`src/rtl/reorder_buffer.sv`:
```
// Circular reorder buffer: in-order commit of out-of-order writebacks, with branch-mispredict flush.
// Optional event counters (perf_commits, perf_flushes) are built when ROB_PERF_CNT_EN is defined.
module reorder_buffer #(
    parameter int ROB_BIT = 3
) (
    input  logic               clk_in,
    input  logic               rst_in,
    input  logic               rdy_in,
    input  logic               issue_valid,
    input  logic [1:0]         issue_type,
    input  logic [4:0]         issue_rd,
    input  logic               issue_pred_taken,
    output logic               full,
    output logic [ROB_BIT-1:0] issue_rob_entry,
    input  logic               wb_valid,
    input  logic [ROB_BIT-1:0] wb_entry,
    input  logic [31:0]        wb_value,
    input  logic               wb_mispredict,
    input  logic [ROB_BIT-1:0] get_rob_entry1,
    output logic               ready1,
    output logic [31:0]        value1,
    input  logic [ROB_BIT-1:0] get_rob_entry2,
    output logic               ready2,
    output logic [31:0]        value2,
    output logic               rob_commit,
    output logic [4:0]         commit_reg_id,
    output logic [31:0]        commit_reg_data,
    output logic [ROB_BIT-1:0] commit_rob_entry,
    output logic               rob_clear_up,
    output logic [31:0]        clear_pc,
    output logic               debug_rob_empty
`ifdef ROB_PERF_CNT_EN
    ,
    output logic [31:0]        perf_commits,
    output logic [31:0]        perf_flushes
`endif
);

    localparam int DEPTH = 1 << ROB_BIT;
    localparam logic [ROB_BIT:0]   CNT_FULL = (ROB_BIT+1)'(DEPTH);
    localparam logic [ROB_BIT:0]   CNT_ZERO = (ROB_BIT+1)'(32'd0);
    localparam logic [ROB_BIT:0]   CNT_ONE  = (ROB_BIT+1)'(32'd1);
    localparam logic [ROB_BIT-1:0] PTR_ZERO = ROB_BIT'(32'd0);
    localparam logic [ROB_BIT-1:0] PTR_ONE  = ROB_BIT'(32'd1);
    localparam logic [1:0]         TYPE_REG    = 2'd0;
    localparam logic [1:0]         TYPE_BRANCH = 2'd1;

    logic        entry_valid [DEPTH];
    logic        entry_ready [DEPTH];
    logic [1:0]  entry_type  [DEPTH];
    logic [4:0]  entry_rd    [DEPTH];
    logic        entry_pred  [DEPTH];
    logic [31:0] entry_value [DEPTH];
    logic        entry_mis   [DEPTH];

    logic [ROB_BIT-1:0] head;
    logic [ROB_BIT-1:0] tail;
    logic [ROB_BIT:0]   count;

    logic do_commit;
    logic do_flush;
    logic do_issue;
    logic do_wb;
    logic head_pred_unused;

    assign full             = (count == CNT_FULL) | rob_clear_up;
    assign issue_rob_entry  = tail;
    assign debug_rob_empty  = (count == CNT_ZERO) & ~rob_commit;
    // Predicted direction is kept per entry for tracing; nothing downstream consumes it yet.
    assign head_pred_unused = entry_pred[head];

    // Per-edge actions; a flushing commit suppresses the same-edge issue and writeback.
    always_comb begin
        do_commit = 1'b0;
        do_flush  = 1'b0;
        if (count != CNT_ZERO && entry_ready[head]) begin
            do_commit = 1'b1;
            do_flush  = (entry_type[head] == TYPE_BRANCH) & entry_mis[head];
        end else begin
            do_commit = 1'b0;
            do_flush  = 1'b0;
        end
        do_issue = issue_valid & ~full & ~do_flush;
        do_wb    = wb_valid & entry_valid[wb_entry] & ~rob_clear_up & ~do_flush;
    end

    // Operand lookups with bypass of the writeback arriving this cycle.
    always_comb begin
        ready1 = entry_ready[get_rob_entry1];
        value1 = entry_value[get_rob_entry1];
        ready2 = entry_ready[get_rob_entry2];
        value2 = entry_value[get_rob_entry2];
        if (wb_valid && wb_entry == get_rob_entry1) begin
            ready1 = 1'b1;
            value1 = wb_value;
        end else begin
            ready1 = entry_ready[get_rob_entry1];
            value1 = entry_value[get_rob_entry1];
        end
        if (wb_valid && wb_entry == get_rob_entry2) begin
            ready2 = 1'b1;
            value2 = wb_value;
        end else begin
            ready2 = entry_ready[get_rob_entry2];
            value2 = entry_value[get_rob_entry2];
        end
    end

    // Entry storage, pointers, occupancy and registered commit/flush outputs.
    always_ff @(posedge clk_in) begin
        if (rst_in) begin
            for (int i = 0; i < DEPTH; i++) begin
                entry_valid[i] <= 1'b0;
                entry_ready[i] <= 1'b0;
                entry_type[i]  <= 2'd0;
                entry_rd[i]    <= 5'd0;
                entry_pred[i]  <= 1'b0;
                entry_value[i] <= 32'd0;
                entry_mis[i]   <= 1'b0;
            end
            head             <= PTR_ZERO;
            tail             <= PTR_ZERO;
            count            <= CNT_ZERO;
            rob_commit       <= 1'b0;
            commit_reg_id    <= 5'd0;
            commit_reg_data  <= 32'd0;
            commit_rob_entry <= PTR_ZERO;
            rob_clear_up     <= 1'b0;
            clear_pc         <= 32'd0;
        end else if (rdy_in) begin
            rob_commit       <= do_commit;
            commit_reg_id    <= (do_commit && entry_type[head] == TYPE_REG) ? entry_rd[head] : 5'd0;
            commit_reg_data  <= do_commit ? entry_value[head] : 32'd0;
            commit_rob_entry <= do_commit ? head : PTR_ZERO;
            rob_clear_up     <= do_flush;
            clear_pc         <= do_flush ? entry_value[head] : 32'd0;
            if (do_flush) begin
                for (int i = 0; i < DEPTH; i++) begin
                    entry_valid[i] <= 1'b0;
                    entry_ready[i] <= 1'b0;
                end
                head  <= PTR_ZERO;
                tail  <= PTR_ZERO;
                count <= CNT_ZERO;
            end else begin
                if (do_wb) begin
                    entry_ready[wb_entry] <= 1'b1;
                    entry_value[wb_entry] <= wb_value;
                    entry_mis[wb_entry]   <= wb_mispredict;
                end
                // Ready is dropped with valid so a retired slot never looks complete.
                if (do_commit) begin
                    entry_valid[head] <= 1'b0;
                    entry_ready[head] <= 1'b0;
                    head              <= head + PTR_ONE;
                end
                if (do_issue) begin
                    entry_valid[tail] <= 1'b1;
                    entry_ready[tail] <= 1'b0;
                    entry_type[tail]  <= issue_type;
                    entry_rd[tail]    <= issue_rd;
                    entry_pred[tail]  <= issue_pred_taken;
                    entry_mis[tail]   <= 1'b0;
                    tail              <= tail + PTR_ONE;
                end
                case ({do_issue, do_commit})
                    2'b10:   count <= count + CNT_ONE;
                    2'b01:   count <= count - CNT_ONE;
                    default: count <= count;
                endcase
            end
        end
    end

`ifdef ROB_PERF_CNT_EN
    // Commit and flush event counters, wrapping at 2^32.
    always_ff @(posedge clk_in) begin
        if (rst_in) begin
            perf_commits <= 32'd0;
            perf_flushes <= 32'd0;
        end else if (rdy_in) begin
            if (do_commit) perf_commits <= perf_commits + 32'd1;
            if (do_flush)  perf_flushes <= perf_flushes + 32'd1;
        end
    end
`endif

endmodule

```
`config.mk`:
```
export PLATFORM = sky130hd
export DESIGN_NAME = reorder_buffer
export DESIGN_NICKNAME = d
export VERILOG_FILES = /design/src/rtl/reorder_buffer.sv
export SDC_FILE = /design/constraint.sdc
export NUM_CORES = 1
export LEC_CHECK = 0
export CELL_PAD_IN_SITES_DETAIL_PLACEMENT = 0
export CELL_PAD_IN_SITES_GLOBAL_PLACEMENT = 1
export CORE_AREA = 2 2 256 258
export CTS_BUF_LIST = sky130_fd_sc_hd__clkbuf_2 sky130_fd_sc_hd__clkbuf_4 sky130_fd_sc_hd__clkbuf_8
export CTS_CLUSTER_DIAMETER = 100
export DETAILED_ROUTE_END_ITERATION = 8
export DIE_AREA = 0 0 258 260
export HOLD_SLACK_MARGIN = 0.15
export PLACE_DENSITY_LB_ADDON = 0.1
export SETUP_SLACK_MARGIN = 0.3
export SYNTH_ARGS = -nofsm -noshare
export SYNTH_HDL_FRONTEND = slang
export SYNTH_SLANG_ARGS = --single-unit
export TNS_END_PERCENT = 5
```
`constraint.sdc`:
```
create_clock -name clk_in -period 5.2 [get_ports clk_in]
set_clock_uncertainty 0.2 [all_clocks]
set_input_delay 0.52 -clock clk_in [delete_from_list [all_inputs] [get_ports clk_in]]
set_output_delay 0.52 -clock clk_in [all_outputs]
set_load 0.01 [all_outputs]
```
# ---- After elaboration in Yosys (flattened, before gate mapping)
# Memory sizes are Yosys's and may differ from the RTL's. A register that Yosys moved wholly into a read port is not among the register bits.
# Cells that the tools add are included.
dict set report word_totals {
  register_bits 84
  mem_bits_rw 336
  inputBits 55
  output_inout_bits 145
  wordCells 169
  memories 6
}
# name depth width rd rd_ports_with_merged_regs wr line
set memory_table {}
lappend memory_table {entry_value 8 32 3 1 8 53} ;# logic [31:0] entry_value [DEPTH];
lappend memory_table {entry_rd 8 5 1 1 8 51} ;# logic [4:0] entry_rd [DEPTH];
lappend memory_table {entry_type 8 2 1 1 8 50} ;# logic [1:0] entry_type [DEPTH];
lappend memory_table {entry_mis 8 1 1 1 8 54} ;# logic entry_mis [DEPTH];
lappend memory_table {entry_ready 8 1 3 1 8 49} ;# logic entry_ready [DEPTH];
lappend memory_table {entry_valid 8 1 1 0 8 48} ;# logic entry_valid [DEPTH];
dict set report op_classes {
  addsub 4
  eq_ne 6
  mux 93
  bitwise_logic 28
  reduce_logical 23
}
# op n
set ops {}
lappend ops {{32-bit 2-to-1 mux} 5}
lappend ops {{3-bit 2-to-1 mux} 25}
lappend ops {{1-bit 2-to-1 mux} 58}
lappend ops {{32-bit OR reduction} 1}
lappend ops {{1-bit bitwise OR} 17}
lappend ops {{5-bit 2-to-1 mux} 2}
lappend ops {{4-bit one-hot mux with 2 select lines} 1}
lappend ops {{1-bit AND} 7}
lappend ops {{1-bit OR reduction} 7}
lappend ops {{3-bit by 1-bit adder with 3-bit output, second input constant} 2}
lappend ops {{3-bit == test} 2}
lappend ops {{2-bit AND reduction} 3}
lappend ops {{5-bit OR reduction} 1}
lappend ops {{4-bit by 1-bit adder with 4-bit output, second input constant} 1}
lappend ops {{2-bit by 1-bit == test with 1-bit output, second input constant} 2}
lappend ops {{4-bit == test, second input constant} 1}
lappend ops {{1-bit logical AND} 4}
lappend ops {{4-bit zero test} 1}
lappend ops {{4-bit 2-to-1 mux} 1}
lappend ops {{1-bit inverter} 4}
lappend ops {{2-bit nonzero test} 2}
lappend ops {{4-bit nonzero test} 1}
lappend ops {{4-bit by 1-bit subtractor with 4-bit output, second input constant} 1}
lappend ops {{3-bit nonzero test} 1}
lappend ops {{other kinds (4)} 4}

# ---- Depth between registers and ports, before layout
dict set report depth {
  depth_word 12
  mapped_depth 15
}

# ---- Worst setup path after synthesis
# Ideal clock, no wire load.
dict set report synth_timing {
  path_kind {register to register}
  from {register (tool-made name)}
  to {register count[3]}
  setup_time_ns 0.070
  arrival_time_ns 3.332
  t_required_ns 4.930
  path_slack_ns 1.598
  stages_incl_launch_ff 15
  synth_period_minus_slack_ns 3.602
  path_cell_list {dfxtp_1 buf_6 mux4_2 mux2_2 nor3_4 buf_6 buf_2 o21a_1 ha_1 a21o_1 a21oi_1 nand2_1 or3_1 a21o_1 a21oi_1}
}
# element line
set synth_rtl {}
lappend synth_rtl {{end signal, assigned} 167} ;# 2'b10: count <= count + CNT_ONE;
lappend synth_rtl {{end signal, assigned} 168} ;# 2'b01: count <= count - CNT_ONE;
lappend synth_rtl {{end signal, assigned} 169} ;# default: count <= count;
lappend synth_rtl {{end, declared} 58} ;# logic [ROB_BIT:0] count;

==> impl_metrics.yaml <==
grt:
  grt_busiest_layer: "met2"
  gr-total-overflow: 0
  grt_pass1_wl_mm: 110
  globalRouteTotalUtil_pct: 22.8
  largest_net_degree_at_the_start_of_global_routing: 81
  globalRouteMet2Util_pct: 39.1
  number_of_antenna_violations_at_the_first_check_in_global_routing: 3
  vias_in_the_first_global_route: 15972
  globalRouteMet1Util_pct: 30.1
  global_routing_met3_resource_utilization_pct: 3.26
floorplan:
  die_y_um: 260
  design.die.area_mm2: 0.0671
  fp-row-count: 93
  die_x_um: 258
  num_io_pins: 200
  core_mm2: 0.0641
  initial_core_util_pct: 35.9
cts:
  cts.sinks: 423
  clock_tree.root_cell: "clkbuf_8"
  cts.reportedPaths.clkPinSlew_ps: 60
  clkLatencyLatePin_ps: 650
  cts_post_setup_buffers_inserted: 0
  tritoncts: "done"
  num_cts_buffers: 77
  ctsLongestPathBuffers: 3
  number_of_levels_in_the_clock_h_tree: 3
sta:
  finalHoldViolCount: 0
  timing.hold.ws_ps: 255
  setup_viol: 0
  worst_slew_margin_rel_pct: 30.8
  timing.setup.tns_ps: 0
  worstMarginPinSlew_ps: 1040
  timing.final.crit_period_ps: 4180
  final_min_period_over_clock_period_pct: 80.3
  final.setup.worst_slack_ps: 1020
  grt_setup_unrepaired: "false"
  fmaxAchievable_ghz: 0.239
  drv_slew: 0
placed_design:
  placed_cells: 2725
  globalplace.congestion: 0.762
  detailed_place_hpwl_mm: 45.7
  place.port_buffers: 198
  place_worst_setup_slack_ps: 975
  dpl-instance-area_mm2: 0.0260
cells_and_area:
  layout.core_utilization_pct: 43.1
  finish.instance_area_mm2: 0.0276
  area_of_the_multi_input_gates_mm2: 0.0109
  final_layout_size_suffix_gt1_share_pct: 23.8
  fill_cells: 5846
  layoutNonFillerInstCount: 2864
  synthToLayoutAreaGrowth_pct: 20.1
  area.sequential_mm2: 0.0116
  finalNetCount: 2010
power:
  power_switching_mw: 1.92
  finalPower_mw: 7.90
  power.density_mw_per_mm2: 286
  switching_share_pct: 24.3
  internal-power_mw: 5.98
  worst_ir_drop_vdd_v: 0.000161
  power.clock.fraction_pct: 41.5
  total_leakage_power_nw: 9.69
  seq_power_share_pct: 47.6
  share_comb_of_total_power_pct: 11.0
critical_path:
  worst-setup-path-type: "reg2reg"
  crit_path_end_kind: "flip-flop"
  required_ps: 5260
  cp_max_fo: 49
  critPathArrivalTime_ps: 4230
  cp-start-kind: "flip-flop"
drt:
  drt_iter0_drc: 1070
  dr_total_vias: 15753
  antenna_violating_nets_post_route: 0
  drt-pass1-iter-count: 6
  drt-vias-per-instance: 5.50
  drcViolationCount: 0
  postRouteWirelength_mm: 76.4
  drt-wirelength-per-cell_um: 26.7
worst_hold_path:
  worstHoldPathType: "reg2reg"
  worst_hold_startpoint: "entry_valid[4]"
synth:
  postSynthRegisterBits: 423
  synth-main-ff-cell: "edfxtp_1"
  syn_avg_cell_area_um2: 13.0
  syn_area_mm2: 0.0230
  synth_warnings: 0
  cell_count_after_synthesis: 1769
  synth.distinct_cells: 60
  synth_sequential_area_ratio_pct: 50.4
  synth-edff-count: 312
  synth-async-reset-ratio_pct: 0
  synth_nets: 1829
outcome:
  run_status: "completed"
job:
  max-cap-violations: 0
## cells in the final DEF, fill, tap and decap left out, types with 6 or more instances in the layout
cell / count
clkinv_1: 6
clkdlybuf4s50_1: 190
clkbuf_4: 36
a21oi_1: 127
nand2_1: 78
nor3_1: 11
nand3_1: 42
and3_1: 9
nand2b_1: 12
buf_4: 46
mux4_2: 215
nor3b_1: 9
and2_1: 258
clkbuf_8: 90
nor2_1: 177
xnor2_1: 6
edfxtp_1: 312
mux2_2: 36
buf_12: 10
or2_2: 12
nand3b_1: 6
mux2i_1: 74
dfxtp_1: 108
o21ai_0: 7
a22oi_1: 31
inv_1: 6
## per-layer routing
| layer | part of all wire (%) | wire (um) | vias to the layer above |
|---|---|---|---|
| met2 | 50 | 38000 | 432 |
| met3 | 4.8 | 3670 | 103 |
| met4 | 2.1 | 1570 | 4 |
| li1 | - | - | 7071 |
| met5 | 0.034 | 26 | - |
| met1 | 43 | 33200 | 8143 |
## state kept, by name, indices dropped and copies added (netlist names), named ones only
| signal | cells |
|---|---|
| commit_rob_entry | 3 |
| count | 4 |
| entry_type | 16 |
| commit_reg_data | 32 |
| entry_value | 256 |
| clear_pc | 32 |
| head | 3 |
| commit_reg_id | 5 |
| rob_commit | 1 |
| entry_ready | 8 |
| issue_rob_entry | 3 |
| entry_mis | 8 |
| rob_clear_up | 1 |
| entry_rd | 40 |
| entry_valid | 8 |
## Yosys cell counts (3+ instances only)
library cell	n	area share [%]
buf_1	18	0.29
buf_2	30	0.65
a22oi_1	31	1.0
and2_1	259	7.0
nor2_1	177	2.9
a32oi_1	4	0.15
o21ai_0	7	0.15
nand3b_1	6	0.20
nand4_1	3	0.082
a2bb2oi_1	5	0.19
a21oi_1	130	2.8
inv_1	7	0.11
and3_1	9	0.24
xor2_1	3	0.11
nand2_1	78	1.3
nor3_1	11	0.24
nor2b_1	4	0.11
ha_1	4	0.22
mux2i_1	74	3.2
xnor2_1	6	0.23
nor3b_1	9	0.29
dfxtp_1	111	9.7
clkbuf_1	97	1.6
nand2b_1	12	0.33
a211oi_1	6	0.20
o21bai_1	5	0.16
mux4_2	215	21
and3b_1	3	0.11
or2_2	12	0.33
a31o_2	3	0.11
or2_1	4	0.11
or3_1	3	0.082
mux2_2	36	1.8
edfxtp_1	312	41
nand3_1	42	0.91
a31oi_1	4	0.11
## power by group through the flow
stage	Clock, mW	Sequential [mW]	Combinational [mW]
after floorplan	0	3.81	0.464
after global placement	0	3.82	0.872
after detailed placement	0	3.83	0.874
after CTS	3.35	3.76	0.878
after global routing	3.51	3.77	0.916
final	3.27	3.76	0.865
## layout make-up
| class | count | area share, % |
|---|---|---|
| antenna | 1 | 0.00906 |
| clock buffer | 126 | 5.46 |
| clock inverter | 11 | 0.263 |
| inverter | 7 | 0.0951 |
| multi-input combinational | 1191 | 39.4 |
| sequential | 423 | 42.0 |
| tap | 855 | 3.87 |
| timing repair buffer | 250 | 8.95 |
## final timing paths
| path | endpoint | slack, ps | cells past startpoint |
|---|---|---|---|
| worst min register to register | entry_valid[4] | 250 | 2 |
| worst max register to register | entry_value[1][20] | 1020 | 7 |
| worst min-delay path | entry_valid[4] | 250 | 2 |
| worst max-delay path | entry_value[1][20] | 1020 | 7 |
## worst max-delay path: stages (launching register included)
cell and delay, ps:
dfxtp_4 940, mux2_2 420, o22ai_1 550, nor3b_4 100
buf_12 230, a21oi_4 520, or2_2 210, buf_4 560
## what timing repair did
action                    CTS  global route
resized for setup           0             0
hold endpoints to repair   15             0
hold buffers                1             0
## cell families after synthesis
| group | share of synthesized area, % |
|---|---|
| AO/OA/AOI/OAI | 5.48 |
| XOR/XNOR | 0.343 |
| adder cells (fa/ha/maj) | 0.305 |
| buffers and inverters | 2.77 |
| flip-flops | 50.4 |
| multiplexers | 26.0 |
| AND/OR/NAND/NOR | 14.7 |
No activity file was read; power rests on OpenSTA's default activity.
